$ cat src/rtl/led_pkg.sv
// rtl/led_pkg.sv - shared types and defaults for the LED pattern sequencer
package led_pkg;

  localparam int LED_W_DEF = 8;

  typedef enum logic [1:0] {
    STATIC = 2'd0,
    SHIFT  = 2'd1,
    BLINK  = 2'd2,
    COUNT  = 2'd3
  } led_mode_t;

  typedef enum logic [1:0] {
    IDLE = 2'd0,
    LOAD = 2'd1,
    RUN  = 2'd2
  } led_state_t;

endpackage

$ cat src/rtl/led_prescaler.sv
// rtl/led_prescaler.sv - free-running divider producing one advance strobe per TICK_DIV enabled cycles
module led_prescaler #(
  parameter int TICK_DIV = 50_000_000
) (
  input  logic clk,
  input  logic rst,
  input  logic clr,
  input  logic en,
  output logic tick
);

  localparam int CW = $clog2(TICK_DIV);
  localparam logic [CW-1:0] LAST = CW'(TICK_DIV - 1);

  logic [CW-1:0] count;

  // Strobe is combinational so the parent can register the advance on the wrap edge
  assign tick = en && (count == LAST);

  always_ff @(posedge clk or posedge rst) begin
    if (rst) begin
      count <= '0;
    end else if (clr) begin
      count <= '0;
    end else if (en) begin
      count <= tick ? '0 : count + 1'b1;
    end
  end

endmodule

$ cat src/rtl/led_pattern_ctrl.sv
// rtl/led_pattern_ctrl.sv - configuration handshake, mode latches and LED update sequencer
module led_pattern_ctrl
  import led_pkg::*;
#(
  parameter int TICK_DIV = 50_000_000,
  parameter int LED_W    = LED_W_DEF
) (
  input  logic             clk,
  input  logic             rst,
  input  logic             cfg_valid,
  output logic             cfg_ready,
  input  logic [1:0]       cfg_mode,
  input  logic [LED_W-1:0] cfg_pattern,
  input  logic             run_en,
  output logic [LED_W-1:0] led_out,
  output logic             tick,
  output logic             busy
);

  led_state_t       state, state_nxt;
  led_mode_t        mode_q, mode_nxt;
  logic [LED_W-1:0] pattern_q, pattern_nxt;
  logic [LED_W-1:0] led_nxt;
  logic             phase_q, phase_nxt;
  logic             tick_nxt, ready_nxt;
  logic             hs, pre_tick;

  assign hs   = cfg_valid && cfg_ready;
  assign busy = (state != IDLE);

  led_prescaler #(.TICK_DIV(TICK_DIV)) u_prescaler (
    .clk  (clk),
    .rst  (rst),
    .clr  (state == LOAD),
    .en   ((state == RUN) && run_en),
    .tick (pre_tick)
  );

  always_ff @(posedge clk or posedge rst) begin
    if (rst) begin
      state     <= IDLE;
      mode_q    <= STATIC;
      pattern_q <= '0;
      phase_q   <= 1'b0;
      led_out   <= '0;
      tick      <= 1'b0;
      cfg_ready <= 1'b0;
    end else begin
      state     <= state_nxt;
      mode_q    <= mode_nxt;
      pattern_q <= pattern_nxt;
      phase_q   <= phase_nxt;
      led_out   <= led_nxt;
      tick      <= tick_nxt;
      cfg_ready <= ready_nxt;
    end
  end

  always_comb begin
    state_nxt   = state;
    mode_nxt    = mode_q;
    pattern_nxt = pattern_q;
    phase_nxt   = phase_q;
    led_nxt     = led_out;
    tick_nxt    = 1'b0;
    case (state)
      IDLE: begin
        if (hs) begin
          state_nxt   = LOAD;
          mode_nxt    = led_mode_t'(cfg_mode);
          pattern_nxt = cfg_pattern;
        end
      end
      LOAD: begin
        state_nxt = RUN;
        led_nxt   = pattern_q;
        phase_nxt = 1'b1;
      end
      RUN: begin
        // A new configuration takes priority; a coincident advance is dropped
        if (hs) begin
          state_nxt   = LOAD;
          mode_nxt    = led_mode_t'(cfg_mode);
          pattern_nxt = cfg_pattern;
        end else if (pre_tick) begin
          tick_nxt = 1'b1;
          case (mode_q)
            SHIFT:   led_nxt = {led_out[LED_W-2:0], led_out[LED_W-1]};
            BLINK: begin
              phase_nxt = ~phase_q;
              led_nxt   = phase_q ? '0 : pattern_q;
            end
            COUNT:   led_nxt = led_out + 1'b1;
            default: led_nxt = led_out;
          endcase
        end
      end
      default: state_nxt = IDLE;
    endcase
    ready_nxt = (state_nxt != LOAD);
  end

endmodule

$ cat config.mk
export PLATFORM = sky130hd
export DESIGN_NAME = led_pattern_ctrl
export DESIGN_NICKNAME = d
export VERILOG_FILES = /design/src/rtl/led_pkg.sv /design/src/rtl/led_prescaler.sv /design/src/rtl/led_pattern_ctrl.sv
export SDC_FILE = /design/constraint.sdc
export NUM_CORES = 1
export LEC_CHECK = 0
export BUFFER_PORTS_ARGS = -buffer_cell sky130_fd_sc_hd__buf_2
export CORE_MARGIN = 10
export CORE_UTILIZATION = 42
export CTS_BUF_LIST = sky130_fd_sc_hd__clkbuf_16
export DETAILED_ROUTE_END_ITERATION = 10
export MAX_ROUTING_LAYER = met4
export PLACE_DENSITY = 0.64
export SLEW_MARGIN = 40
export SYNTH_ARGS = -nofsm -noshare
export SYNTH_HDL_FRONTEND = slang
export SYNTH_SLANG_ARGS = --single-unit
$ cat constraint.sdc
create_clock -name clk -period 2.7 [get_ports clk]
set_clock_uncertainty 0.2 [all_clocks]
set_input_delay 0.54 -clock clk [delete_from_list [all_inputs] [get_ports clk]]
set_output_delay 0.54 -clock clk [all_outputs]
set_load 0.02 [all_outputs]
## After elaboration in Yosys (flattened, before gate mapping)

Cells that the tools add are included.

- Register bits after elaboration: 49
- Output and inout port bits: 11
- Logic and storage cells: 50
- Input port bits: 14

- Reduce and logical (&&, ||, !) cells: 11
- Equal/unequal tests: 11
- Add/sub/neg operators: 2
- Bitwise logic cells: 1
- Muxes and demuxes: 17

Operator list:

| operator | count |
|---|---|
| $mux W26 | 3 |
| $add A26 B1 Y26 const B | 1 |
| $eq A26 B26 Y1 const B | 1 |
| $mux W8 | 3 |
| $pmux W8 S3 | 1 |
| $pmux W8 S2 | 1 |
| $add A8 B1 Y8 const B | 1 |
| $reduce_and A4 Y1 | 2 |
| $eq A2 B2 Y1 const B | 3 |
| $mux W1 | 6 |
| $ne A2 B1 Y1 const B | 3 |
| $reduce_bool A2 Y1 | 3 |
| $eq A2 B1 Y1 const B | 2 |
| $ne A4 B1 Y1 const B | 1 |
| $pmux W2 S2 | 1 |
| $logic_and A1 B1 Y1 | 3 |
| $logic_not A2 Y1 | 1 |
| $mux W2 | 1 |
| $ne A2 B2 Y1 const B | 1 |
| $pmux W1 S2 | 1 |
| $reduce_and A2 Y1 | 1 |
| $reduce_or A2 Y1 | 1 |
| $not A1 Y1 | 1 |

## Depth between registers and ports, before layout

Gate-level depths: netlist of run 1.

- Word-level depth: 6
- Mapped depth: 9
- Depth with buffers taken out: 7

## Hierarchy

A second synthesis of run 1 with hierarchy kept.

- Cells, all modules: 277
- Area total of the unflattened synthesis: 2785.2 µm²

Modules (own cells, without submodules):

| module | cells each | seq. area each (µm²) | area an instance (µm²) | instances |
|---|---|---|---|---|
| led_prescaler | 156 | 650.6 | 1446.4 | 1 |
| led_pattern_ctrl | 121 | 575.6 | 1338.8 | 1 |

## Worst setup path before layout of run 1

No wires, ideal clock.

- Kind: register -> register
- Start: register state[0]
- End: register u_prescaler.count[19]
- Path slack: 495 ps
- Stages on the path, launching flop included: 10
- Path buffers: 2
- Arrival time: 1923 ps
- Clock period less this slack: 2205 ps
- Data required time: 2418 ps
- Library setup time: 82 ps
- Cell sequence: dfrtp_1 inv_1 ha_1 buf_2 nand4_1 and4b_1 a211oi_2 clkbuf_1 nand2_1 a31oi_1

- Longest elaborated chain between the ends: 6
- Elaborated cells between the ends (all ways): 8
- Classes of those cells: eq/ne: 2; mux: 3; reduce/logical: 3

Ends and longest elaborated chain:

| what | line | RTL |
|---|---|---|
| start, declared | led_pattern_ctrl.sv:20 | `led_state_t state, state_nxt;` |
| start signal, assigned | led_pattern_ctrl.sv:49 | `state <= state_nxt;` |
| $eq A2 B2 Y1 | led_pattern_ctrl.sv:35 | `.en ((state == RUN) && run_en),` |
| $logic_and A1 B1 Y1 | led_pattern_ctrl.sv:35 |  |
| $logic_and A1 B1 Y1 | led_prescaler.sv:18 | `assign tick = en && (count == LAST);` |
| $mux W26 | led_prescaler.sv:26 | `count <= tick ? '0 : count + 1'b1;` |
| $mux W26 | led_prescaler.sv:25 | `end else if (en) begin` |
| $mux W26 | led_prescaler.sv:23 | `end else if (clr) begin` |
| end signal, assigned | led_prescaler.sv:26 |  |
| end, declared | led_prescaler.sv:15 | `logic [CW-1:0] count;` |

Several ways; a longest one is shown, not always the timed one. The select of a mux whose other input is x is not followed.
A chain may end at the register's enable or synchronous reset.

## Worst setup path after layout of run 1

- Start: register state[0]
- End: register led_out[0]

- Longest elaborated chain between the ends: 5
- Elaborated cells between the ends (all ways): 10
- Classes of those cells: eq/ne: 5; mux: 1; reduce/logical: 4

Ends and longest elaborated chain:

| what | line | RTL |
|---|---|---|
| $eq A2 B2 Y1 | led_pattern_ctrl.sv:35, led_pattern_ctrl.sv:66 |  |
| $logic_and A1 B1 Y1 | led_pattern_ctrl.sv:35 |  |
| $logic_and A1 B1 Y1 | led_prescaler.sv:18 |  |
| $ne A2 B1 Y1 (no source line) | -- |  |
| $reduce_and A4 Y1 (no source line) | -- |  |
| end signal, assigned | led_pattern_ctrl.sv:53 | `led_out <= led_nxt;` |
| end, declared | led_pattern_ctrl.sv:15 | `output logic [LED_W-1:0] led_out,` |

Several ways; a longest one is shown, not always the timed one.

==> results of run 1 <==
-- synthesized netlist by cell type, types with 2 or more instances --
library cell and number:
a211oi_1 2, a21o_1 2, a21oi_1 6, a22o_1 4, a31oi_1 7, a41oi_1 3
and2_1 2, and3_1 5, and4_1 4, and4b_1 2, buf_2 2, clkbuf_1 7
dfrtp_1 49, ha_1 8, inv_1 12, mux2_2 11, mux2_4 6, nand2_1 29
nand3_1 18, nand4_1 12, nand4_2 2, nor2_1 29, nor2b_1 2, nor3_1 6
nor3b_1 2, nor4_1 3, nor4_2 2, o2111ai_1 2, o211ai_1 4, o21ai_0 4
o21ai_1 3, o31a_1 2, xnor2_1 6, xor2_1 9
-- logic make-up after synthesis --
logic type	synth area share
and+or+nand+nor	0.243
DFF	0.439
AOI/OAI and AO/OA	0.124
buffers and inverters	0.0305
muxes	0.0802
xor gates and xnor gates	0.0470
adders and majority gates	0.0358
-- layout make-up --
class	instances	area (um2)
Fill cell	582	3220
Multi-Input combinational cell	214	1480
Sequential cell	49	1230
Timing Repair Buffer	34	195
Clock buffer	5	125
Tap cell	77	96.3
Inverter	12	45.0
Clock inverter	2	35.0
-- cells in the final DEF, fill, tap and decap left out, drive strengths merged, types with 6 or more instances in the layout --
| cell type | synthesis | final |
|---|---|---|
| nand3 | 18 | 18 |
| xnor2 | 6 | 6 |
| buf | 3 | 34 |
| mux2 | 17 | 17 |
| nand4 | 14 | 14 |
| nand2 | 29 | 29 |
| nor4 | 6 | 6 |
| dfrtp | 49 | 49 |
| ha | 8 | 8 |
| nor3 | 6 | 6 |
| a31oi | 7 | 7 |
| nor2 | 29 | 29 |
| xor2 | 9 | 9 |
| a21oi | 7 | 7 |
| o21ai | 7 | 7 |
| inv | 12 | 12 |
-- tightest hold or removal path: cells and delay by family --
family	cells	cell delay (ns)
buffers and inverters	3	0.64
-- sequential cells by signal (all words and copies together) (netlist names) --
| signal | count |
|---|---|
| state | 2 |
| cfg_ready | 1 |
| u_prescaler.count | 26 |
| pattern_q | 8 |
| led_out | 8 |
| mode_q | 2 |
| tick | 1 |
| phase_q | 1 |
-- stage by stage --
stage / hold slack [ns] / utilization / setup slack, ns / cell area, um2
5_1_grt: 0.264 / 0.499 / 0.200 / 3200
6_report: 0.215 / 0.499 / 0.347 / 3200
3_5_place_dp: 0.285 / 0.474 / 0.357 / 3040
2_1_floorplan: 0.252 / - / 0.495 / 2790
4_1_cts: 0.234 / 0.499 / 0.359 / 3200
3_3_place_gp: 0.270 / 0.474 / 0.354 / 3040
-- per-layer routing --
metal,up-vias,track usage,share of wire
met2,49,0.191,0.43
met3,6,0.0306,0.047
met1,1116,0.195,0.51
met4,0,0.0385,0.010
met5,-,-,0
li1,1107,-,-
-- power breakdown --
group          switching, uW  internal (uW)  total, uW
sequential               209            919       1130
clock                    271            431        701
combinational            761            618       1380
-- path summary, 6_finish.rpt --
kind	start	endpoint	slack, ns
setup / recovery	state[0]$_DFF_PP0_	led_out[0]$_DFFE_PP0P_	0.35
hold / removal	rst	tick$_DFF_PP0_	0.22
setup reg to reg	state[0]$_DFF_PP0_	led_out[0]$_DFFE_PP0P_	0.35
hold reg to reg	u_prescaler.count[23]$_DFFE_PP0P_	u_prescaler.count[23]$_DFFE_PP0P_	0.29
max in group asynchronous	rst	u_prescaler.count[8]$_DFFE_PP0P_	1.67
min in group clk	cfg_mode[1]	mode_q[1]$_DFFE_PP0P_	0.28
==> results.ini, run 1 <==
[logic_synthesis]
ys_top_cells_by_area=dfrtp_1, mux2_2, nand2_1
synth_top_area_cell=dfrtp_1
yosysWarnings=0
synth_seq_cells=49
netlist_area_um2=2790
synth_edf_count=0
avgSynthCellArea_um2=9.80
ys_seq_area_frac=0.439
async_flop_share=1.00
yosys.area.top_type_share=0.439
synth_nets=307
synthFlopType=dfrtp_1
netlist-cell-type-count=52
syn-instance-count=285

[drt]
totalWireLength_mm=6.56
drtPass1Iterations=4
remaining_drc_errors=0
vias_per_cell=5.80
drt_iter0_drc=176
wire_per_inst_um=16.7
drtAntennaViolNets=0
vias=2278

[job]
maxCapViolCount=0

[worst_hold_path]
hold_class=input port to async pin

[worst_setup_path]
cp.buffers_inverters=3
start_kind=register
cp_data_required_time_ns=2.67
path_class=register to register
end_kind=register
worstPathCellList=inv_1 > ha_1 > buf_4 > inv_1 > a21oi_2 > mux2_4
arrival_ns=2.33
crit_slowest_cell=a21oi_2
cpPeakStageDelay_ns=0.52
crit_fanout=14
path_delay_family=compound AO/OA/AOI/OAI gates
crit_cells=6
cpMostUsedCell=inv_1
reg2regPathDepth=6

[clocking]
clk_latency_ns=0.29
numCtsBuffers=5
cts_tree=built
clk_path_buf_depth=2
cts_root_buf=clkbuf_16
cts_resized=0
numClockSinks=49
hold_buffers=0
cts.clk_slew.worst_paths_ns=0.07
cts_max_level=2
post_cts_buffers=0

[finish]
antenna_cells=0
final_layout_size_suffix_gt1_frac=0.212
fin_cells=393
syn2layout_area_growth_pct=14.7
nets=338

[sta]
slew_viol_final=0
timing_hold_violations_final=0
setup-violations-final=0
fin_crit_ns=2.35
fin_crit_sh=0.872
tns_ns=0
max_slew_margin=0.504
max_freq_mhz=425
rsz0062_at_grt=false
tightest_slew_ns=0.739

[status]
status=finished, final reports clean

[pwr]
p_leak_uw=0.00145
power_density_nw_per_um2=1000
vdd_drop_max_v=0.000537
power_uw=3210

[floorplanning]
initial_utilization=0.435
io_pins=25
die_h_um=102
std_cell_rows=29
fp.dieArea_um2=10300
die_x_um=102
core_area_um2=6420

[place]
dp_cells=386
dpl.hpwl_mm=4.72
gp_congestion=0.846
port_buffers=24

[global_routing]
grtUsageTotal=0.138
antenna_found_initial=0
grt_overflow=0
grt_pass1_wl_mm=11.3
grt_pass1_vias=2206
grt_max_degree=50

(Power assumes the default switching activity.)
==> run 2, diff against run 1 <==
--- a/config.mk
+++ b/config.mk
@@ -11,7 +11,7 @@
 export CTS_BUF_LIST = sky130_fd_sc_hd__clkbuf_16
 export DETAILED_ROUTE_END_ITERATION = 10
 export MAX_ROUTING_LAYER = met4
-export PLACE_DENSITY = 0.64
+export PLACE_DENSITY = 0.7
 export SLEW_MARGIN = 40
 export SYNTH_ARGS = -nofsm -noshare
 export SYNTH_HDL_FRONTEND = slang
==> results.ini, run 2 (synthesized netlist as in run 1, its figures left out) <==
[status]
status=finished, final reports clean

[clocking]
cts_tree=built
numCtsBuffers=5
cts_root_buf=clkbuf_16
post_cts_buffers=0
cts.clk_slew.worst_paths_ns=0.07
cts_resized=0
numClockSinks=49
cts_max_level=2
clk_path_buf_depth=2
hold_buffers=0
clk_latency_ns=0.29

[finish]
largest_reg_flops=26
final_layout_size_suffix_gt1_frac=0.219
fillers=597
antenna_cells=0
multi_input_area_um2=1490
final-seq-area_um2=1230
fin_util=0.500
reg_top3=u_prescaler.count (26), led_out (8), pattern_q (8)
final_cell_mix=dfrtp_1, nand2_1, nor2_1, buf_2, nand3_1
layout_commonest_cell=dfrtp_1
nets=340
largest_register=u_prescaler.count
syn2layout_area_growth_pct=14.9

[global_routing]
grt_max_degree=41
grt_pass1_wl_mm=11.5
grt_overflow=0
grtUsageTotal=0.140
grt_pass1_vias=2321
antenna_found_initial=0

[drt]
vias_per_cell=5.89
drtPass1Iterations=4
vias=2332
top_layer=met4
m1WireLength_mm=3.15
totalWireLength_mm=6.68
wire_per_inst_um=16.9
drtAntennaViolNets=0
dr_wl_met2_mm=3.06
remaining_drc_errors=0
routed-wl-met3_um=350
drt_iter0_drc=147

[pwr]
vdd_drop_max_v=0.000613
power_density_nw_per_um2=975
p_leak_uw=0.00145

[floorplanning]
io_pins=25
die_x_um=102
die_h_um=102
fp.dieArea_um2=10300
core_area_um2=6420
initial_utilization=0.435
std_cell_rows=29

[place]
port_buffers=24
gp_congestion=0.889
dpl.hpwl_mm=4.88

[worst_setup_path]
crit_fanout=14
cp.buffers_inverters=3
reg2regPathDepth=6
path_class=register to register
crit_cells=6
arrival_ns=2.33
crit_slowest_cell=a21oi_2
cpPeakStageDelay_ns=0.53
end_kind=register
crit_start=state[0]$_DFF_PP0_
rrSetupSlack_ns=0.34
r2r_start=state[0]$_DFF_PP0_
crit_end=led_out[0]$_DFFE_PP0P_
cpMostUsedCell=inv_1
path_delay_family=compound AO/OA/AOI/OAI gates
cp_data_required_time_ns=2.67
r2r-end=led_out[0]$_DFFE_PP0P_
start_kind=register
worstPathCellList=inv_1 > ha_1 > buf_4 > inv_1 > a21oi_2 > mux2_4

[sta]
slew_viol_final=0
tightest_slew_ns=0.685
fin_crit_ns=2.36
timing_hold_violations_final=0
max_freq_mhz=423
fin_crit_sh=0.875
rsz0062_at_grt=false
setup-violations-final=0
max_slew_margin=0.540
tns_ns=0

[job]
maxCapViolCount=0

[worst_hold_path]
hold_class=input port to async pin

## run 2: worst min path at each step
stage / start / endpoint / slack, ns
6_report: rst / u_prescaler.count[25]$_DFFE_PP0P_ / 0.09
3_3_place_gp: u_prescaler.count[23]$_DFFE_PP0P_ / u_prescaler.count[23]$_DFFE_PP0P_ / 0.29
2_1_floorplan: u_prescaler.count[23]$_DFFE_PP0P_ / u_prescaler.count[23]$_DFFE_PP0P_ / 0.25
5_1_grt: rst / pattern_q[6]$_DFFE_PP0P_ / 0.14
4_1_cts: rst / pattern_q[6]$_DFFE_PP0P_ / 0.11
3_5_place_dp: u_prescaler.count[23]$_DFFE_PP0P_ / u_prescaler.count[23]$_DFFE_PP0P_ / 0.28
## run 2: per-layer routing
layer	vias up	global-route usage
met3	8	0.0238
met5	-	-
li1	1120	-
met1	1126	0.189
met2	78	0.205
met4	0	0.0539
## run 2: area by class of cell
cell class,count,share of cell area
tap,77,0.0300
clock buffer,5,0.0390
timing repair buffer,36,0.0655
inverter,12,0.0148
sequential,49,0.382
multi-input combinational,214,0.463
clock inverter,3,0.00546
## run 2: metrics by stage
stage	hold WS [ns]	area, um2	total power (uW)	worst slack, ns	cells
floorplan	0.252	2790	2110	0.495	285
finish	0.0919	3210	3130	0.338	396
global placement	0.286	3060	2490	0.364	388
global route	0.136	3210	3370	0.209	396
CTS	0.111	3200	3150	0.241	396
detailed placement	0.282	3060	2530	0.257	388
## run 2: power breakdown
part	leakage (uW)	internal [uW]	switching, uW
logic	0.000746	619	771
clock network	0.0000712	340	268
registers	0.000634	919	212
total	0.00145	1880	1250
==> run 3, diff against run 2 <==
--- a/config.mk
+++ b/config.mk
@@ -11,7 +11,7 @@
 export CTS_BUF_LIST = sky130_fd_sc_hd__clkbuf_16
 export DETAILED_ROUTE_END_ITERATION = 10
 export MAX_ROUTING_LAYER = met4
-export PLACE_DENSITY = 0.7
+export PLACE_DENSITY = 0.72
 export SLEW_MARGIN = 40
 export SYNTH_ARGS = -nofsm -noshare
 export SYNTH_HDL_FRONTEND = slang
==> constraint.sdc (replaced) <==
create_clock -name clk -period 2.05 [get_ports clk]
set_clock_uncertainty 0.2 [all_clocks]
set_input_delay 0.615 -clock clk [delete_from_list [all_inputs] [get_ports clk]]
set_output_delay 0.615 -clock clk [all_outputs]
set_load 0.02 [all_outputs]
==> results.ini, run 3 (synthesized netlist as in run 1, its figures left out) <==
[global_routing]
grt_max_degree=50
grt_pass1_wl_mm=11.8
antenna_found_initial=0
grtUsageTotal=0.142
grt_pass1_vias=2415
grt_overflow=0

[pwr]
power_density_nw_per_um2=1220
p_switching_uw=1750
comb_power_share=0.489
cell_internal_pwr_uw=2710
power_uw=4460
p_leak_uw=0.00170
vdd_drop_max_v=0.000962
clock_power_share=0.178
swShare=0.393
p_seq_frac=0.333

[clocking]
numClockSinks=49
cts_root_buf=clkbuf_16
cts_tree=built
numCtsBuffers=5
hold_buffers=0
cts_max_level=2
clk_path_buf_depth=2
cts.clk_slew.worst_paths_ns=0.07
clk_latency_ns=0.29

[worst_setup_path]
crit_fanout=8
cp_data_required_time_ns=2.02
end_kind=register
r2r_start=u_prescaler.count[0]$_DFFE_PP0P_
path_class=register to register
crit_start=u_prescaler.count[0]$_DFFE_PP0P_
arrival_ns=2.18
start_kind=register

[sta]
fin_crit_ns=2.21
slew_viol_final=0
max_freq_mhz=453
fin_ws_ns=-0.158
tightest_slew_ns=0.690
fin_crit_sh=1.08
setup-violations-final=10
rsz0062_at_grt=true
timing_hold_violations_final=0
max_slew_margin=0.537

[drt]
drt_iter0_drc=274
totalWireLength_mm=7.02
drtPass1Iterations=5
remaining_drc_errors=0
wire_per_inst_um=16.0
drtAntennaViolNets=0
vias=2553
vias_per_cell=5.82

[place]
dp_cells=423
dpl.hpwl_mm=5.06
port_buffers=24
gp_congestion=0.915

[status]
violations=negative setup slack
status=finished, violations left

[finish]
final_cell_mix=buf_4, dfrtp_1, nand2_1, nor2_1, buf_2
largest_register=u_prescaler.count
layout_commonest_cell=buf_4
antenna_cells=0
final_layout_size_suffix_gt1_frac=0.345
reg_top3=u_prescaler.count (26), led_out (8), pattern_q (8)
nets=383
fin_cells=439
largest_reg_flops=26
syn2layout_area_growth_pct=30.8

[floorplanning]
core_area_um2=6420
fp.dieArea_um2=10300
die_x_um=102
die_h_um=102
io_pins=25
initial_utilization=0.435
std_cell_rows=29

[worst_hold_path]
hold_class=input port to async pin

[job]
maxCapViolCount=0

==> run 3: cell count changes in the layout (fill, tap and decap cells not counted), moves of 2 or more <==
cell	previous run	this run
a21oi_4	0	2
buf_12	0	3
buf_4	12	52
dfrtp_1	49	46
dfrtp_2	0	3
ha_1	8	6
inv_2	0	3
==> run 3: stage by stage <==
step	TNS [ns]	utilization	area (um2)	hold WS, ns	worst slack, ns
finish	-1.14	0.569	3650	0.156	-0.158
global route	-2.18	0.569	3650	0.193	-0.222
CTS	-1.03	0.556	3570	0.181	-0.148
detailed placement	-2.23	0.529	3390	0.293	-0.255
global placement	-1.99	0.529	3390	0.291	-0.232
floorplan	-0.729	-	2850	0.262	-0.116
==> run 3: area by class of cell <==
cell class / instances / area (um2)
fill: 530 / 2770
multi-input combinational: 214 / 1570
sequential: 49 / 1230
timing repair buffer: 79 / 577
clock buffer: 5 / 125
tap: 77 / 96.3
inverter: 12 / 45.0
clock inverter: 3 / 15.0
==> run 3: what timing repair did <==
| action | in CTS | in global routing |
|---|---|---|
| hold endpoints to repair | 0 | 0 |
| buffers inserted | 1 | 7 |
| setup endpoints to repair | 18 | 31 |
| pin swaps | 0 | 1 |
| gates resized for setup | 6 | 9 |
==> run 3: per-layer routing <==
layer	up-vias	GRT usage	share of wire
li1	1202	-	-
met3	10	0.0225	0.042
met4	0	0.0462	0.012
met5	-	-	0
met1	1263	0.190	0.46
met2	78	0.215	0.49
==> run 3: power groups by stage <==
| stage | Combinational [uW] | Sequential (uW) | Clock, uW |
|---|---|---|---|
| global placement | 2010 | 1470 | 0 |
| CTS | 2110 | 1480 | 805 |
| global route | 2390 | 1510 | 832 |
| finish | 2180 | 1490 | 793 |
| floorplan | 1320 | 1530 | 0 |
| detailed placement | 2060 | 1490 | 0 |
==> run 3: path summary, 6_finish.rpt <==
path                                                      to  slack [ns]  cells after the start
min                        u_prescaler.count[23]$_DFFE_PP0P_        0.16                      3
max in group asynchronous  u_prescaler.count[21]$_DFFE_PP0P_        1.23                      3
max reg2reg                           led_out[2]$_DFFE_PP0P_       -0.16                      6
max                                   led_out[2]$_DFFE_PP0P_       -0.16                      6
min reg2reg                         pattern_q[2]$_DFFE_PP0P_        0.30                      1
min in group clk                    pattern_q[2]$_DFFE_PP0P_        0.30                      1
==> run 3: critical path, stage by stage (launching register included) <==
cell	delay [ns]
dfrtp_1	0.36
ha_2	0.22
nand4_4	0.10
or4_4	0.54
nor4_4	0.22
a21oi_4	0.13
mux2_4	0.32
